==> src/rtl/regfile_dumper_pkg.sv <==
// regfile_dumper_pkg
//   Shared definitions for the register file dumper: default word and
//   index widths, and the FSM state type.
package regfile_dumper_pkg;

    localparam int DEF_DATA_WIDTH = 64;
    localparam int DEF_ADDR_WIDTH = 5;

    typedef enum logic [1:0] {
        S_IDLE = 2'd0,
        S_READ = 2'd1,
        S_HOLD = 2'd2,
        S_DONE = 2'd3
    } state_t;

endpackage

==> src/rtl/regfile_dumper_if.sv <==
// regfile_dumper_if
//   Bundles the register file read port and the output word stream.
//   master (the dumper) : drives rs, outValid, outData, outIndex;
//                         receives rdData, outReady.
//   slave  (env/consumer): the reverse.
//
// Handshake: a word moves when outValid && outReady at a rising clock
// edge. Once outValid rises, outData/outIndex stay stable until that
// edge; outValid does not depend on outReady, and outReady has no
// effect while outValid is low.
interface regfile_dumper_if
    import regfile_dumper_pkg::*;
#(
    parameter int DATA_WIDTH = DEF_DATA_WIDTH,
    parameter int ADDR_WIDTH = DEF_ADDR_WIDTH
) ();

    logic [ADDR_WIDTH-1:0] rs;
    logic [DATA_WIDTH-1:0] rdData;
    logic                  outValid;
    logic                  outReady;
    logic [DATA_WIDTH-1:0] outData;
    logic [ADDR_WIDTH-1:0] outIndex;

    modport master (
        output rs,
        input  rdData,
        output outValid,
        input  outReady,
        output outData,
        output outIndex
    );

    modport slave (
        input  rs,
        output rdData,
        input  outValid,
        output outReady,
        input  outData,
        input  outIndex
    );

endinterface

==> src/rtl/regfile_dumper.sv <==
// regfile_dumper
//   Walks a register file from firstReg to lastReg (wrapping modulo
//   2^ADDR_WIDTH) and emits one (index, data) word per register on a
//   valid/ready stream.
// Ports:
//   clock, reset       : clock, synchronous active-high reset
//   start              : request a dump (honoured only when idle)
//   firstReg, lastReg  : dump range, latched when start is accepted
//   bus (master)       : rs/rdData read port, outValid/outReady/
//                        outData/outIndex output stream
//   busy               : high whenever not idle
//   done               : one-cycle pulse after the final word is taken
//   dbg_state          : current FSM state
module regfile_dumper
    import regfile_dumper_pkg::*;
#(
    parameter int DATA_WIDTH = DEF_DATA_WIDTH,
    parameter int ADDR_WIDTH = DEF_ADDR_WIDTH
) (
    input  logic                  clock,
    input  logic                  reset,
    input  logic                  start,
    input  logic [ADDR_WIDTH-1:0] firstReg,
    input  logic [ADDR_WIDTH-1:0] lastReg,
    regfile_dumper_if.master      bus,
    output logic                  busy,
    output logic                  done,
    output state_t                dbg_state
);

    localparam logic [ADDR_WIDTH-1:0] IDX_ONE = {{(ADDR_WIDTH-1){1'b0}}, 1'b1};

    state_t                state_q;
    state_t                state_d;
    logic [ADDR_WIDTH-1:0] index_q;
    logic [ADDR_WIDTH-1:0] last_q;
    logic [DATA_WIDTH-1:0] out_data_q;
    logic [ADDR_WIDTH-1:0] out_index_q;

    always_comb begin
        state_d = state_q;
        case (state_q)
            S_IDLE:  if (start) state_d = S_READ;
            S_READ:  state_d = S_HOLD;
            S_HOLD:  if (bus.outReady) state_d = (index_q == last_q) ? S_DONE : S_READ;
            S_DONE:  state_d = S_IDLE;
            default: state_d = S_IDLE;
        endcase
    end

    always_ff @(posedge clock) begin
        if (reset) begin
            state_q     <= S_IDLE;
            index_q     <= '0;
            last_q      <= '0;
            out_data_q  <= '0;
            out_index_q <= '0;
        end else begin
            state_q <= state_d;
            if (state_q == S_IDLE && start) begin
                index_q <= firstReg;
                last_q  <= lastReg;
            end
            // rdData is only ever sampled here, so it never reaches
            // outValid combinationally.
            if (state_q == S_READ) begin
                out_data_q  <= bus.rdData;
                out_index_q <= index_q;
            end
            // The increment wraps naturally at 2^ADDR_WIDTH.
            if (state_q == S_HOLD && bus.outReady && index_q != last_q)
                index_q <= index_q + IDX_ONE;
        end
    end

    // index_q only changes on entry to READ, so rs is stable through
    // READ/HOLD and keeps its last value while idle.
    assign bus.rs       = index_q;
    assign bus.outValid = (state_q == S_HOLD);
    assign bus.outData  = out_data_q;
    assign bus.outIndex = out_index_q;
    assign busy         = (state_q != S_IDLE);
    assign done         = (state_q == S_DONE);
    assign dbg_state    = state_q;

endmodule

==> src/flat_wrapper.sv <==
// flat-port wrapper written by rule: the top's interface ports become plain ports
module regfile_dumper_flat import regfile_dumper_pkg::*;
#(
    parameter int DATA_WIDTH = DEF_DATA_WIDTH,
    parameter int ADDR_WIDTH = DEF_ADDR_WIDTH
)
  (clock, reset, start, firstReg, lastReg, busy, done, dbg_state, bus_rs, bus_rdData, bus_outValid, bus_outReady, bus_outData, bus_outIndex);
  regfile_dumper_if #(.DATA_WIDTH(DATA_WIDTH), .ADDR_WIDTH(ADDR_WIDTH)) bus_i ();
  input  logic clock;
  input  logic reset;
  input  logic start;
  input  logic [ADDR_WIDTH-1:0] firstReg;
  input  logic [ADDR_WIDTH-1:0] lastReg;
  output logic busy;
  output logic done;
  output state_t dbg_state;
  output wire logic [$bits(bus_i.rs)-1:0] bus_rs;
  input wire logic [$bits(bus_i.rdData)-1:0] bus_rdData;
  output wire logic [$bits(bus_i.outValid)-1:0] bus_outValid;
  input wire logic [$bits(bus_i.outReady)-1:0] bus_outReady;
  output wire logic [$bits(bus_i.outData)-1:0] bus_outData;
  output wire logic [$bits(bus_i.outIndex)-1:0] bus_outIndex;
  assign bus_rs = bus_i.rs;
  assign bus_i.rdData = bus_rdData;
  assign bus_outValid = bus_i.outValid;
  assign bus_i.outReady = bus_outReady;
  assign bus_outData = bus_i.outData;
  assign bus_outIndex = bus_i.outIndex;
  regfile_dumper #(.DATA_WIDTH(DATA_WIDTH), .ADDR_WIDTH(ADDR_WIDTH)) u_core (.clock(clock), .reset(reset), .start(start), .firstReg(firstReg), .lastReg(lastReg), .bus(bus_i), .busy(busy), .done(done), .dbg_state(dbg_state));
endmodule
==> config.mk <==
export PLATFORM = sky130hd
export DESIGN_NAME = regfile_dumper_flat
export DESIGN_NICKNAME = d
export VERILOG_FILES = /design/src/rtl/regfile_dumper_pkg.sv /design/src/rtl/regfile_dumper_if.sv /design/src/rtl/regfile_dumper.sv /design/src/flat_wrapper.sv
export SDC_FILE = /design/constraint.sdc
export NUM_CORES = 1
export LEC_CHECK = 0
export BUFFER_PORTS_ARGS = -buffer_cell sky130_fd_sc_hd__buf_2
export CORE_ASPECT_RATIO = 0.6
export CORE_MARGIN = 1.5
export CORE_UTILIZATION = 48
export CTS_CLUSTER_SIZE = 24
export DETAILED_ROUTE_END_ITERATION = 12
export PLACE_DENSITY_LB_ADDON = 0.12
export SLEW_MARGIN = 10
export SYNTH_ARGS = -nofsm -noshare
export SYNTH_HDL_FRONTEND = slang
export SYNTH_SLANG_ARGS = --single-unit
==> constraint.sdc <==
create_clock -name clock -period 2.77 [get_ports clock]
set_input_delay 0.554 -clock clock [delete_from_list [all_inputs] [get_ports clock]]
set_output_delay 0.554 -clock clock [all_outputs]
set_load 0.02 [all_outputs]
---- After elaboration in Yosys (flattened, before gate mapping) ----
Cells that the tools add are included.
word-level totals
  bits in registers ....................... 81
  bits of input ports ..................... 78
  output and inout bits ................... 79
  word-level logic and storage cells ...... 26
cells by class
  add/sub/neg operators ................... 1
  equality and inequality tests ........... 7
  multiplexer cells ....................... 6
  reduce and logical (&&, ||, !) cells .... 7
operator list
  kind                   count
  $mux W5                2
  $pmux W2 S4            1
  $mux W2                3
  $add A5 B1 Y5 const B  1
  $eq A5 B5 Y1           1
  $ne A5 B5 Y1           1
  $eq A2 B2 Y1 const B   2
  $reduce_bool A2 Y1     2
  $logic_and A1 B1 Y1    3
  $eq A2 B1 Y1 const B   1
  $logic_not A2 Y1       1
  $ne A2 B1 Y1 const B   1
  $ne A2 B2 Y1 const B   1
  $reduce_and A2 Y1      1

---- Logic depth before layout (Yosys ltp) ----
  word-level depth ........................ 4
  gate-level depth with buffers ........... 6

---- Least setup slack after synthesis ----
OpenSTA, ideal clock, no wires.
  kind .................................... register to register
  start ................................... register u_core.index_q[2] (netlist: u_core.bus.rs[2])
  end ..................................... register u_core.index_q[3] (netlist: u_core.bus.rs[3])
  setup time .............................. 0.074 ns
  arrival ................................. 1.526 ns
  path slack .............................. 1.170 ns
  stages on the path, launching flop included .. 7
  buffers on the path ..................... 1
  clock period less this slack ............ 1.600 ns
  cell sequence ........................... dfxtp_1 > buf_2 > xnor2_1 > nand3_2 > o211a_2 > a41o_2 > a31oi_1
between the ends
  longest elaborated chain between the ends .. 3
ends and longest elaborated chain
  what                                                   line                  RTL
  start: declaration                                     regfile_dumper.sv:35  logic [ADDR_WIDTH-1:0] index_q;
  start signal: assignment                               regfile_dumper.sv:61  index_q <= firstReg;
  start signal: assignment                               regfile_dumper.sv:72  index_q <= index_q + IDX_ONE;
  branches (longest 3 deep; another with $add A5 B1 Y5)  n/a
Several ways; the timed one is not identified.
A chain may end at the register's enable or synchronous reset.

---- Worst setup path in the final report ----
  start ................................... register u_core.state_q[1] (netlist: u_core.dbg_state[1])
  end ..................................... output port bus_outValid
between the ends
  longest elaborated chain between the ends .. 1
ends and longest elaborated chain
  what                      line                  RTL
  start: declaration        regfile_dumper.sv:33  state_t state_q;
  start signal: assignment  regfile_dumper.sv:59  state_q <= state_d;
  $eq A2 B2 Y1              regfile_dumper.sv:79  assign bus.outValid = (state_q == S_HOLD);
  end: declaration          flat_wrapper.sv:19    output wire logic [$bits(bus_i.outValid)-1:0] bus_outValid;
Every way passes these cells.

==> impl_metrics.tcl <==
set metrics [dict create \
    syn_nets 457 \
    irDropWorstVdd_v 0.0004080 \
    initial_utilization_pct 51.45 \
    async_reset_ff_share_pct 0 \
    rows 21 \
    syn2layout_area_growth_pct 35.29 \
    via_per_inst 4.866 \
    fin_crit_sh_pct 64.72 \
    synth_flop_cell "dfxtp_1" \
    cp_data_arrival_time_ps 1240 \
    grt_pass1_wl_um 12580 \
    portBuffers 156 \
    use_met3_pct 9.082 \
    worstSetupPathType "reg -> out" \
    drc_errors 0 \
    cts_resized 0 \
    rsz0062_at_grt "false" \
    cts_root_buf "clkbuf_8" \
    overflow 0 \
    ys_seq_area_share_pct 54.78 \
    tns_ps 0 \
    grt_use_met2_pct 40.46 \
    power_density_mw_per_mm2 645.8 \
    cts_tree "yes" \
    die_h_um 63.83 \
    crit_buf_inv 1 \
    ios 157 \
    critPathMaxStageDelay_ps 490 \
    synthTopCellsByArea "dfxtp_1 55%, nand2_1 20%, a21oi_1 13%" \
    use_met1_pct 27.32 \
    clk_latency_ps 340 \
    path_max_fanout 7 \
    cellLeakagePower_uw 0.001838 \
    htree_levels 3 \
    postCtsSetupRepairBufs 0 \
    skew_ps 7.709 \
    vias 2949 \
    status "completed" \
    crit_family "flip-flops" \
    drv_slew 0 \
    tightestPinTransition_ps 805.3 \
    grt_pass1_vias 2797 \
    wire_per_inst_um 12.75 \
    slew_headroom_pct 46.32 \
    n_fill_cell 503 \
    first_iter_violations 209 \
    cts-buffers-inserted 9 \
    drt.antenna.violating_nets 0 \
    cts_max_path_buffers 2 \
    hp-class "in -> reg" \
    endpoint_kind "output port" \
    fin_nets 600 \
    avgSynthCellArea_um2 7.832 \
    timing.critical_path.from_type "register" \
    cts.sinks 81 \
    min_period_ps 1793 \
    synth_area_leader_cell "dfxtp_1" \
    fmax_ghz 0.5578 \
    synthCells 378 \
    yosysWarnings 0 \
    stdcell_area_mm2 0.004005 \
    place_area_mm2 0.003794 \
    die_x_um 104.4 \
    core_mm2 0.005754 \
    diodes 0 \
    routed_wl_um 7725 \
    grt_start_max_net_pins 82 \
    drtPass1Iterations 4 \
    path_clk_slew_ps 80 \
    drive_gt1_share_pct 34.22 \
    ys_types 29 \
    setup_viol_count_final 0 \
    drv_cap 0 \
    final_hold_viol_count 0 \
    synth_top_area_share_pct 54.78 \
    grt.busiest_layer "met2" \
    syn_area_mm2 0.002960 \
    hpwl_um 5307 \
    synth-seq-cells 81 \
    cts_hold_buf 0 \
    grtUsageTotal_pct 23.68 \
    place.gp.congestion 0.8681 \
    path_cells "and2b_2, buf_2" \
    cp_slowest_cell "dfxtp_1" \
    synth_edf_count 0 \
    antenna_found_initial 0 \
    cp.required_ps 2220 \
    dieArea_mm2 0.006663 \
]
==> stage by stage <==
step	total power (uW)	worst slack (ps)	hold WS [ps]	std cells	util, %
2_1_floorplan	1540	1170	448.8	378	-
3_3_place_gp	1695	1159	438.4	590	65.93
3_5_place_dp	1705	1087	443.5	590	65.93
4_1_cts	2613	961.3	426.1	606	69.60
5_1_grt	2714	889.6	427.0	606	69.60
6_report	2586	977.3	442.7	606	69.60
==> registers in the layout (all words and copies together) (netlist names) <==
name and cells:
u_core.last_q 5, u_core.bus.outIndex 5, u_core.bus.rs 5, u_core.dbg_state 2, u_core.bus.outData 64
==> routing by layer <==
metal	share of wire (%)	vias up
met5	0	-
met4	1.8	0
met3	9.4	15
met2	46	117
met1	43	1306
li1	-	1511
==> worst reg2reg max path, delay by kind of cell, from the launching register on <==
family | cells | cell delay, ps
simple gates | 2 | 710
flops | 1 | 450
buf+inv | 1 | 300
compound gates | 1 | 150
==> final timing paths <==
kind	start	to	slack (ps)	cells after the start
worst min-delay path	bus_rdData[60]	u_core.bus.outData[60]	440	3
worst min register to register	u_core.bus.outData[8]	u_core.bus.outData[8]	450	2
worst max register to register	u_core.dbg_state[0]	u_core.bus.outData[53]	1070	4
worst max-delay path	u_core.dbg_state[1]	bus_outValid	980	2
==> placed cells by master, fill, tap and decap left out <==
cell,netlist,final
a21oi_1,76,76
dfxtp_1,81,81
mux2i_1,1,1
o211ai_1,1,1
o21bai_1,1,1
nand2_1,158,158
buf_4,0,1
nand3_1,2,2
o21ai_0,1,1
o211a_2,1,1
clkbuf_8,0,9
nor2b_4,0,1
buf_12,0,2
o31ai_1,1,1
nand3_2,1,1
a31oi_1,3,3
nand2b_2,0,1
nor3_1,1,1
buf_2,3,156
and2_1,3,3
bufinv_16,0,2
clkinv_2,0,1
clkbuf_1,24,2
and2b_2,1,1
nor2_1,3,3
or3_1,1,1
ha_1,1,1
a211oi_1,2,2
clkinvlp_4,0,2
xnor2_1,5,5
a21o_2,1,1
or4_1,1,1
inv_1,1,1
or3b_1,1,1
a41o_2,1,1
==> power by group <==
part	total [uW]	leakage, uW	internal (uW)	switching [uW]
Combinational	407	0.00108	152	255
Clock	907	0.0000995	507	400
Sequential	1270	0.000661	1230	43.4
Total	2590	0.00184	1890	699
==> cell families (layout without fill, tap and decap cells) <==
kind of cell / count (synthesis) / after routing / synth area share (%)
simple gates: 174 / 174 / 23.37
compound gates: 88 / 88 / 15.93
flops: 81 / 81 / 54.78
buf+inv: 28 / 176 / 3.677
xor+xnor: 5 / 5 / 1.479
fa+ha+maj: 1 / 1 / 0.4226
mux: 1 / 1 / 0.3381
==> area by class of cell <==
class	count	area, um2	area share [%]
Multi-Input combinational cell	269	1240	30.96
Clock buffer	11	131.4	3.280
Tap cell	80	100.1	2.499
Clock inverter	5	80.08	1.999
Sequential cell	81	1622	40.49
Inverter	1	3.754	0.09372
Timing Repair Buffer	159	828.3	20.68
==> synth_stat cells, types with 2 or more instances <==
cell type,n
a211oi_1,2
a21oi_1,76
a31oi_1,3
and2_1,3
buf_2,3
clkbuf_1,24
dfxtp_1,81
nand2_1,158
nand3_1,2
nor2_1,3
xnor2_1,5
Power figures use the tool's default switching activity.
